`src/rtl/dram_sched.sv`:
```
// dram_sched: DRAM cycle scheduler for the accelerator's on-board RAM.
//
// Sequences every CPU RAM access as row (ARAS), column (ACAS) and
// precharge (APRE) phases, holds RAMReady in AWAIT until the FSB cycle
// ends, and inserts CAS-before-RAS refresh cycles (RCAS, RRAS, RPRE).
// A 4-bit down-counter times the multi-cycle states: it loads N-1 on
// entry to a state and the state is left when the counter reads 0.
// Every output is registered and active-high; pin inversion happens
// at the top level.
//
// Ports:
//   CLK       FSB clock
//   RES       synchronous active-high reset
//   BACT      FSB bus cycle active (registered /AS)
//   RAMCS     current FSB cycle targets DRAM
//   nWE       FSB write strobe (0 = write)
//   nUDS/nLDS FSB byte strobes (active-low)
//   RefReq    refresh due, held until RefAck
//   RefUrg    refresh overdue; wins arbitration over a new access
//   RefAck    one-cycle pulse when a refresh sequence starts
//   RAMReady  CPU read data valid / write complete
//   RASEN     RAS strobe enable
//   CASEN     CAS strobe enable
//   RASrc     address mux select (0 = row, 1 = column)
//   UWE/LWE   upper/lower byte write enables
//   Busy      scheduler is not idle
module dram_sched #(
    parameter int RAS_CYC = 2,
    parameter int CAS_CYC = 2,
    parameter int PRE_CYC = 2,
    parameter int REF_CYC = 3
) (
    input  logic CLK,
    input  logic RES,
    input  logic BACT,
    input  logic RAMCS,
    input  logic nWE,
    input  logic nUDS,
    input  logic nLDS,
    input  logic RefReq,
    input  logic RefUrg,
    output logic RefAck,
    output logic RAMReady,
    output logic RASEN,
    output logic CASEN,
    output logic RASrc,
    output logic UWE,
    output logic LWE,
    output logic Busy
);

    typedef enum logic [2:0] {
        IDLE, ARAS, ACAS, APRE, AWAIT, RCAS, RRAS, RPRE
    } state_t;

    localparam logic [3:0] RAS_LD = 4'(RAS_CYC - 1);
    localparam logic [3:0] CAS_LD = 4'(CAS_CYC - 1);
    localparam logic [3:0] PRE_LD = 4'(PRE_CYC - 1);
    localparam logic [3:0] REF_LD = 4'(REF_CYC - 1);

    state_t     state_q, state_d;
    logic [3:0] cnt_q, cnt_d;
    logic       write_q, write_d;
    logic       uwe_q, uwe_d;
    logic       lwe_q, lwe_d;
    logic       abort_q, abort_d;

    logic next_ack, next_ready, next_ras, next_cas, next_src;
    logic next_uwe, next_lwe, next_busy;

    // Next-state logic. abort remembers that BACT dropped during the
    // access so a fresh BACT seen in precharge cannot be mistaken for
    // the old cycle still waiting for data.
    always_comb begin
        state_d = state_q;
        cnt_d   = cnt_q;
        write_d = write_q;
        uwe_d   = uwe_q;
        lwe_d   = lwe_q;
        abort_d = abort_q;
        case (state_q)
            IDLE: begin
                cnt_d = '0;
                if (RefUrg) begin
                    state_d = RCAS;
                end else if (BACT && RAMCS) begin
                    state_d = ARAS;
                    cnt_d   = RAS_LD;
                    write_d = !nWE;
                    abort_d = 1'b0;
                end else if (RefReq) begin
                    state_d = RCAS;
                end
            end
            ARAS: begin
                abort_d = abort_q | !BACT;
                if (cnt_q == 4'd0) begin
                    state_d = ACAS;
                    cnt_d   = CAS_LD;
                    uwe_d   = write_q & !nUDS;
                    lwe_d   = write_q & !nLDS;
                end else begin
                    cnt_d = cnt_q - 4'd1;
                end
            end
            ACAS: begin
                abort_d = abort_q | !BACT;
                if (cnt_q == 4'd0) begin
                    state_d = APRE;
                    cnt_d   = PRE_LD;
                end else begin
                    cnt_d = cnt_q - 4'd1;
                end
            end
            APRE: begin
                abort_d = abort_q | !BACT;
                if (cnt_q == 4'd0) begin
                    state_d = (BACT && !abort_q) ? AWAIT : IDLE;
                end else begin
                    cnt_d = cnt_q - 4'd1;
                end
            end
            AWAIT: begin
                if (!BACT) begin
                    state_d = IDLE;
                end
            end
            RCAS: begin
                state_d = RRAS;
                cnt_d   = REF_LD;
            end
            RRAS: begin
                if (cnt_q == 4'd0) begin
                    state_d = RPRE;
                    cnt_d   = PRE_LD;
                end else begin
                    cnt_d = cnt_q - 4'd1;
                end
            end
            RPRE: begin
                if (cnt_q == 4'd0) begin
                    state_d = IDLE;
                end else begin
                    cnt_d = cnt_q - 4'd1;
                end
            end
            default: state_d = IDLE;
        endcase
    end

    // Output decode for the state being left at this edge; the result
    // is registered below, so every pin is glitch-free.
    always_comb begin
        next_ack   = 1'b0;
        next_ready = 1'b0;
        next_ras   = 1'b0;
        next_cas   = 1'b0;
        next_src   = 1'b0;
        next_uwe   = 1'b0;
        next_lwe   = 1'b0;
        next_busy  = (state_q != IDLE);
        case (state_q)
            ARAS: next_ras = 1'b1;
            ACAS: begin
                next_ras = 1'b1;
                next_cas = 1'b1;
                next_src = 1'b1;
                next_uwe = uwe_q;
                next_lwe = lwe_q;
            end
            APRE:  next_ready = BACT && !abort_q;
            AWAIT: next_ready = 1'b1;
            RCAS: begin
                next_cas = 1'b1;
                next_ack = 1'b1;
            end
            RRAS: begin
                next_cas = 1'b1;
                next_ras = 1'b1;
            end
            default: ;
        endcase
    end

    // State, counter, latched access attributes and output registers.
    always_ff @(posedge CLK) begin
        if (RES) begin
            state_q  <= IDLE;
            cnt_q    <= '0;
            write_q  <= 1'b0;
            uwe_q    <= 1'b0;
            lwe_q    <= 1'b0;
            abort_q  <= 1'b0;
            RefAck   <= 1'b0;
            RAMReady <= 1'b0;
            RASEN    <= 1'b0;
            CASEN    <= 1'b0;
            RASrc    <= 1'b0;
            UWE      <= 1'b0;
            LWE      <= 1'b0;
            Busy     <= 1'b0;
        end else begin
            state_q  <= state_d;
            cnt_q    <= cnt_d;
            write_q  <= write_d;
            uwe_q    <= uwe_d;
            lwe_q    <= lwe_d;
            abort_q  <= abort_d;
            RefAck   <= next_ack;
            RAMReady <= next_ready;
            RASEN    <= next_ras;
            CASEN    <= next_cas;
            RASrc    <= next_src;
            UWE      <= next_uwe;
            LWE      <= next_lwe;
            Busy     <= next_busy;
        end
    end

endmodule

```
`config.mk`:
```
export PLATFORM = sky130hd
export DESIGN_NAME = dram_sched
export DESIGN_NICKNAME = d
export VERILOG_FILES = /design/src/rtl/dram_sched.sv
export SDC_FILE = /design/constraint.sdc
export NUM_CORES = 1
export LEC_CHECK = 0
export ABC_CLOCK_PERIOD_IN_PS = 1550
export BUFFER_PORTS_ARGS = -buffer_cell sky130_fd_sc_hd__buf_2
export CAP_MARGIN = 20
export CORE_MARGIN = 1.5
export CORE_UTILIZATION = 47
export DETAILED_ROUTE_END_ITERATION = 8
export MAX_ROUTING_LAYER = met4
export PLACE_DENSITY = 0.76
export SYNTH_ARGS = -nofsm -noshare
export SYNTH_HDL_FRONTEND = slang
export SYNTH_SLANG_ARGS = --single-unit
```
`constraint.sdc`:
```
create_clock -name CLK -period 1.55 [get_ports CLK]
set_input_delay 0.155 -clock CLK [delete_from_list [all_inputs] [get_ports CLK]]
set_output_delay 0.155 -clock CLK [all_outputs]
set_load 0.02 [all_outputs]
```
### Yosys cells after proc, flatten, opt, wreduce, memory -nomap -nowiden

Index checks and enable logic that the tools add are counted.

| operators by class | value |
|---|---|
| order comparisons | 0 |
| $add $sub $neg | 1 |
| reductions and logical operators | 22 |
| divide/modulo/power cells | 0 |
| equality and inequality tests | 17 |
| multiplexer cells | 24 |
| multiply operators | 0 |
| bitwise logic cells | 5 |
| shift-type cells | 0 |

Operators by type and width:

| operator | number |
|---|---|
| $mux W3 | 10 |
| $pmux W3 S8 | 1 |
| $ne A2 B2 Y1 const B | 9 |
| $pmux W4 S4 | 1 |
| $eq A3 B3 Y1 const B | 4 |
| $reduce_or A3 Y1 | 3 |
| $mux W1 | 8 |
| $mux W4 | 2 |
| $reduce_and A7 Y1 | 1 |
| $eq A3 B2 Y1 const B | 2 |
| $reduce_and A3 Y1 | 2 |
| $logic_not A1 Y1 | 5 |
| $logic_not A4 Y1 | 1 |
| $ne A4 B4 Y1 const B | 1 |
| $pmux W1 S2 | 2 |
| $reduce_and A2 Y1 | 2 |
| $reduce_bool A4 Y1 | 1 |
| $reduce_or A2 Y1 | 2 |
| $sub A4 B1 Y4 const B | 1 |
| $eq A3 B1 Y1 const B | 1 |
| $logic_not A3 Y1 | 1 |
| $reduce_bool A3 Y1 | 1 |
| $and A1 B1 Y1 | 2 |
| $logic_and A1 B1 Y1 | 2 |
| 3 further kinds | 4 |

| word-level totals | value |
|---|---|
| bits in registers | 19 |
| RAM bits | 0 |
| bits in read-only memories | 0 |
| bits in latches | 0 |
| output and inout port bits | 8 |
| memories kept | 0 |

### Depth between registers and ports, before layout

| logic depth | value |
|---|---|
| depth in word-level cells | 5 |
| mapped depth | 6 |
| gate-level depth less buffers | 5 |

### Least setup slack after synthesis

OpenSTA, ideal clock, no wires.

| timing path | value |
|---|---|
| path type | reg-to-reg |
| start | reg cnt_q[0] |
| end | reg cnt_q[0] |
| data arrival time | 1.452 ns |
| library setup time | 0.079 ns |
| cell stages (with the launch flop) | 7 |
| setup slack | 0.018 ns |
| period minus slack after synthesis | 1.532 ns |
| cell sequence | dfxtp_1 -> inv_1 -> ha_1 -> or3b_1 -> buf_2 -> a31o_1 -> a211oi_2 |

| on the way | value |
|---|---|
| cells in the longest elaborated chain, start to end | 3 |
| elaborated cells on any way between the ends | 7 |
| those cells by class | add/sub (1); eq/ne (1); mux (3); reduce/logical (2) |

Ends and longest elaborated chain:

| element | RTL line | RTL |
|---|---|---|
| start: declaration | 62 | `logic [3:0] cnt_q, cnt_d;` |
| start signal: assignment | 204 | `cnt_q <= cnt_d;` |
| $sub A4 B1 Y4 or $logic_not A4 Y1 (tied branches) | n/a |  |
| $mux W4 (tied with other cells) | 117, 141 |  |
| $pmux W4 S4 or $reduce_and A2 Y1 (tied branches) | n/a |  |

Parallel ways exist; a longest one is shown, timed or not. The select of a mux whose other input is x is not followed.
A chain may end at the register's enable or synchronous reset.

### Worst setup path in the final report

| timing path | value |
|---|---|
| start | reg cnt_q[1] |
| end | reg state_q[2] |

| on the way | value |
|---|---|
| cells in the longest elaborated chain, start to end | 3 |
| elaborated cells on any way between the ends | 7 |
| those cells by class | eq/ne (5); reduce/logical (2) |

Ends and longest elaborated chain:

| element | RTL line | RTL |
|---|---|---|
| $logic_not A4 Y1 (*) | n/a |  |
| $ne A2 B2 Y1 (no line) | n/a |  |
| $reduce_and A7 Y1 (no line) (*) | n/a |  |
| end signal: assignment | 203 | `state_q <= state_d;` |
| end: declaration | 61 | `state_t state_q, state_d;` |

Every way passes the cells marked *; elsewhere a longest branch is shown, timed or not.

==> results.cfg <==
[sta]
period_share = 0.957
clock-skew-final_ns = 0.00493
worst_slew_pin_slew_ns = 0.349
maxSlewViolCount = 0
setup_viol = 0
layout_min_cycle_time_ns = 1.48
relSlewSlack = 0.768
fmax_mhz = 674
rsz0062_at_grt = true
finalHoldViolCount = 0

[min_path]
min_from = nWE
hold_depth = 2
hold_end = write_q
worstHoldPathType = in -> reg

[clocking]
clockBufferDepth = 2
root_buffer = clkbuf_4
h-tree-depth = 1
cts_inserted_buffers = 3
cts_hold_buf = 0
cts_tree = built
clk_latency_ns = 0.30
clk_pin_slew_ns = 0.11
post_cts_buffers = 0
cts_sinks = 19

[routing]
wl_met3_um = 78
dr.max_layer_used = met3
wl_met1_um = 915
vias = 801
wl_um = 1880
routed_via_density = 5.49
remaining_drc_errors = 0
wl_met2_um = 882
drtIter0Drc = 9
wl_per_cell_um = 12.8
drt.antenna.violating_nets = 0
dr.pass1.iters = 4

[finish]
nFillCells = 171
area_growth_pct = 17.8
drive_gt1_frac = 0.289
final_core_util = 0.610
n_antenna_cell = 0
fin_nets = 132
fin_cells = 146

[floorplanning]
die_w_um = 47.3
io_pins = 17
initial_core_util = 0.518
rows = 15
die_y_um = 47.3
die_area_sq_mm = 0.00224
core_sq_mm = 0.00178

[worst_setup_path]
crit_chain = inv_1 -> ha_4 -> or3b_4 -> buf_4 -> mux2i_1 -> a32o_1
worstPathRequired_ns = 1.80
slowest_stage = or3b_4
rr_worst_depth = 6
cp_max_fo = 4
cp_slowest_stage_delay_ns = 0.40
end_kind = flop
cp-start-kind = flop
reg2reg_to = state_q[2]
crit_type = reg -> reg
r2r_start = cnt_q[1]
cp.arrival_ns = 1.73
r2r_setup_slack_ns = 0.07

[yosys]
syn_avg_cell_area_sq_um = 8.96
synth_seq_area_share = 0.412
syn_area_sq_um = 923
netlist_instances = 103
ys_types = 42
synth-seq-cells = 19
synth_nets = 113
yosys_warnings = 0

[global_routing]
grt_overflow = 0
grt_pass1_wl_um = 3080
grt_pass1_vias = 686
antenna_found_initial = 0
grt_max_degree = 20
grtUsageTotal = 0.202

[placed_design]
hpwl_um = 1370
dp_cells = 142
place.gp.congestion = 0.850
port_buffers = 16

[run]
drv_cap = 0

[outcome]
outcome = completed

[pwr]
p_leak_uw = 0.000443
vdd_drop_max_mv = 0.973
cellPowerDensity_mw_per_mm2 = 2020
[cell usage after synthesis]
library cell   n  area, sq um
a32o_1         1         10.0
clkbuf_1       2         7.51
o21ai_1        1         5.00
a221oi_1       1         8.76
or2b_1         1         7.51
nor2b_1        3         18.8
a21oi_1        8         40.0
or2_2          1         6.26
nand4bb_1      1         11.3
nor3b_1        2         15.0
a31o_1         1         8.76
and2_1         2         12.5
mux2i_1        4         40.0
o32ai_1        2         17.5
nand4_1        1         6.26
buf_2          4         20.0
o22ai_1        1         6.26
or3b_1         2         17.5
and3b_2        1         10.0
or2_0          1         6.26
o21ai_0        4         20.0
nand3_1        1         5.00
a211oi_2       1         12.5
buf_1          1         3.75
and2b_1        1         7.51
a311oi_1       1         8.76
nor2_1         9         33.8
o32a_1         1         10.0
nand4b_1       3         26.3
nor3_1         4         20.0
nand2b_1       2         12.5
nand2_1        3         11.3
o21a_1         1         7.51
and3b_1        1         8.76
a211oi_1       2         15.0
nor3b_2        1         12.5
a31oi_1        1         6.26
o31ai_1        1         7.51
ha_1           1         12.5
dfxtp_1       19          380
nand3b_1       2         15.0
inv_1          3         11.3
[critical path, delay by kind of cell (launching register included)]
family | cells | cell delay (ns)
compound gates | 1 | 0.18
fa+ha+maj | 1 | 0.14
buf+inv | 2 | 0.25
flops | 1 | 0.35
mux | 1 | 0.13
simple gates | 1 | 0.40
[placed cells by master (no fill, tap or decap), drive strengths merged, types with 4 or more instances in the layout]
master and count:
buf 21, dfxtp 19, nor2 9, a21oi 8, o21ai 5, mux2i 4
nor3 4
[logic make-up after synthesis]
family	after synthesis	share of synthesized area
adder cells (fa/ha/maj)	1	0.0135
flip-flops	19	0.412
buffers and inverters	10	0.0461
AND/OR/NAND/NOR	42	0.286
multiplexers	4	0.0434
AO/OA/AOI/OAI	27	0.199
[final cells by class]
type	instances	area, sq um	area share
sequential	19	384	0.353
clock buffer	3	22.5	0.0207
tap	25	31.3	0.0288
inverter	3	11.3	0.0104
timing repair buffer	21	118	0.108
clock inverter	1	5.00	0.00460
multi-input combinational	74	515	0.474
[power breakdown]
| part | internal, uW | switching (uW) | leakage [uW] |
|---|---|---|---|
| clock | 96.2 | 155 | 0.0000177 |
| sequential | 627 | 176 | 0.000156 |
| combinational | 562 | 579 | 0.000269 |
| total | 1280 | 910 | 0.000443 |
[how the worst max path moves through the flow]
| stage | startpoint | to | cells past startpoint |
|---|---|---|---|
| floorplan | cnt_q[0] | cnt_q[0] | 6 |
| global placement | cnt_q[0] | state_q[2] | 6 |
| detailed placement | cnt_q[0] | state_q[2] | 6 |
| CTS | cnt_q[0] | state_q[2] | 6 |
| global route | cnt_q[1] | state_q[2] | 6 |
| finish | cnt_q[1] | state_q[2] | 6 |
[through the flow]
| step | instance area, sq um | setup slack (ns) | hold WS [ns] | TNS, ns | total power [uW] |
|---|---|---|---|---|---|
| final | 1090 | 0.0670 | 0.0269 | 0 | 2200 |
| after global routing | 1090 | -0.0109 | 0.0311 | -0.0109 | 2370 |
| after CTS | 1070 | 0.0160 | 0.0245 | 0 | 2140 |
| after detailed placement | 1040 | 0.0146 | 0.352 | 0 | 1870 |
| after global placement | 1040 | 0.0831 | 0.350 | 0 | 1840 |
| after floorplan | 923 | 0.0183 | 0.265 | 0 | 1550 |
[registers in the layout, indices dropped and copies added (netlist names)]
signal,count
write_q,1
LWE,1
abort_q,1
CASEN,1
lwe_q,1
uwe_q,1
RAMReady,1
RASrc,1
state_q,3
RASEN,1
UWE,1
Busy,1
RefAck,1
cnt_q,4
[repair_timing]
item                                    in CTS  in global routing
pin swaps                                    0                  1
endpoints found under the setup margin       1                  6
resized for setup                            1                  6
[layer usage]
layer | global-route usage | up-vias
li1 | - | 412
met1 | 0.271 | 371
met2 | 0.305 | 18
met3 | 0.0577 | 0
met4 | 0.0333 | 0
met5 | - | -
(Power assumes the default switching activity.)
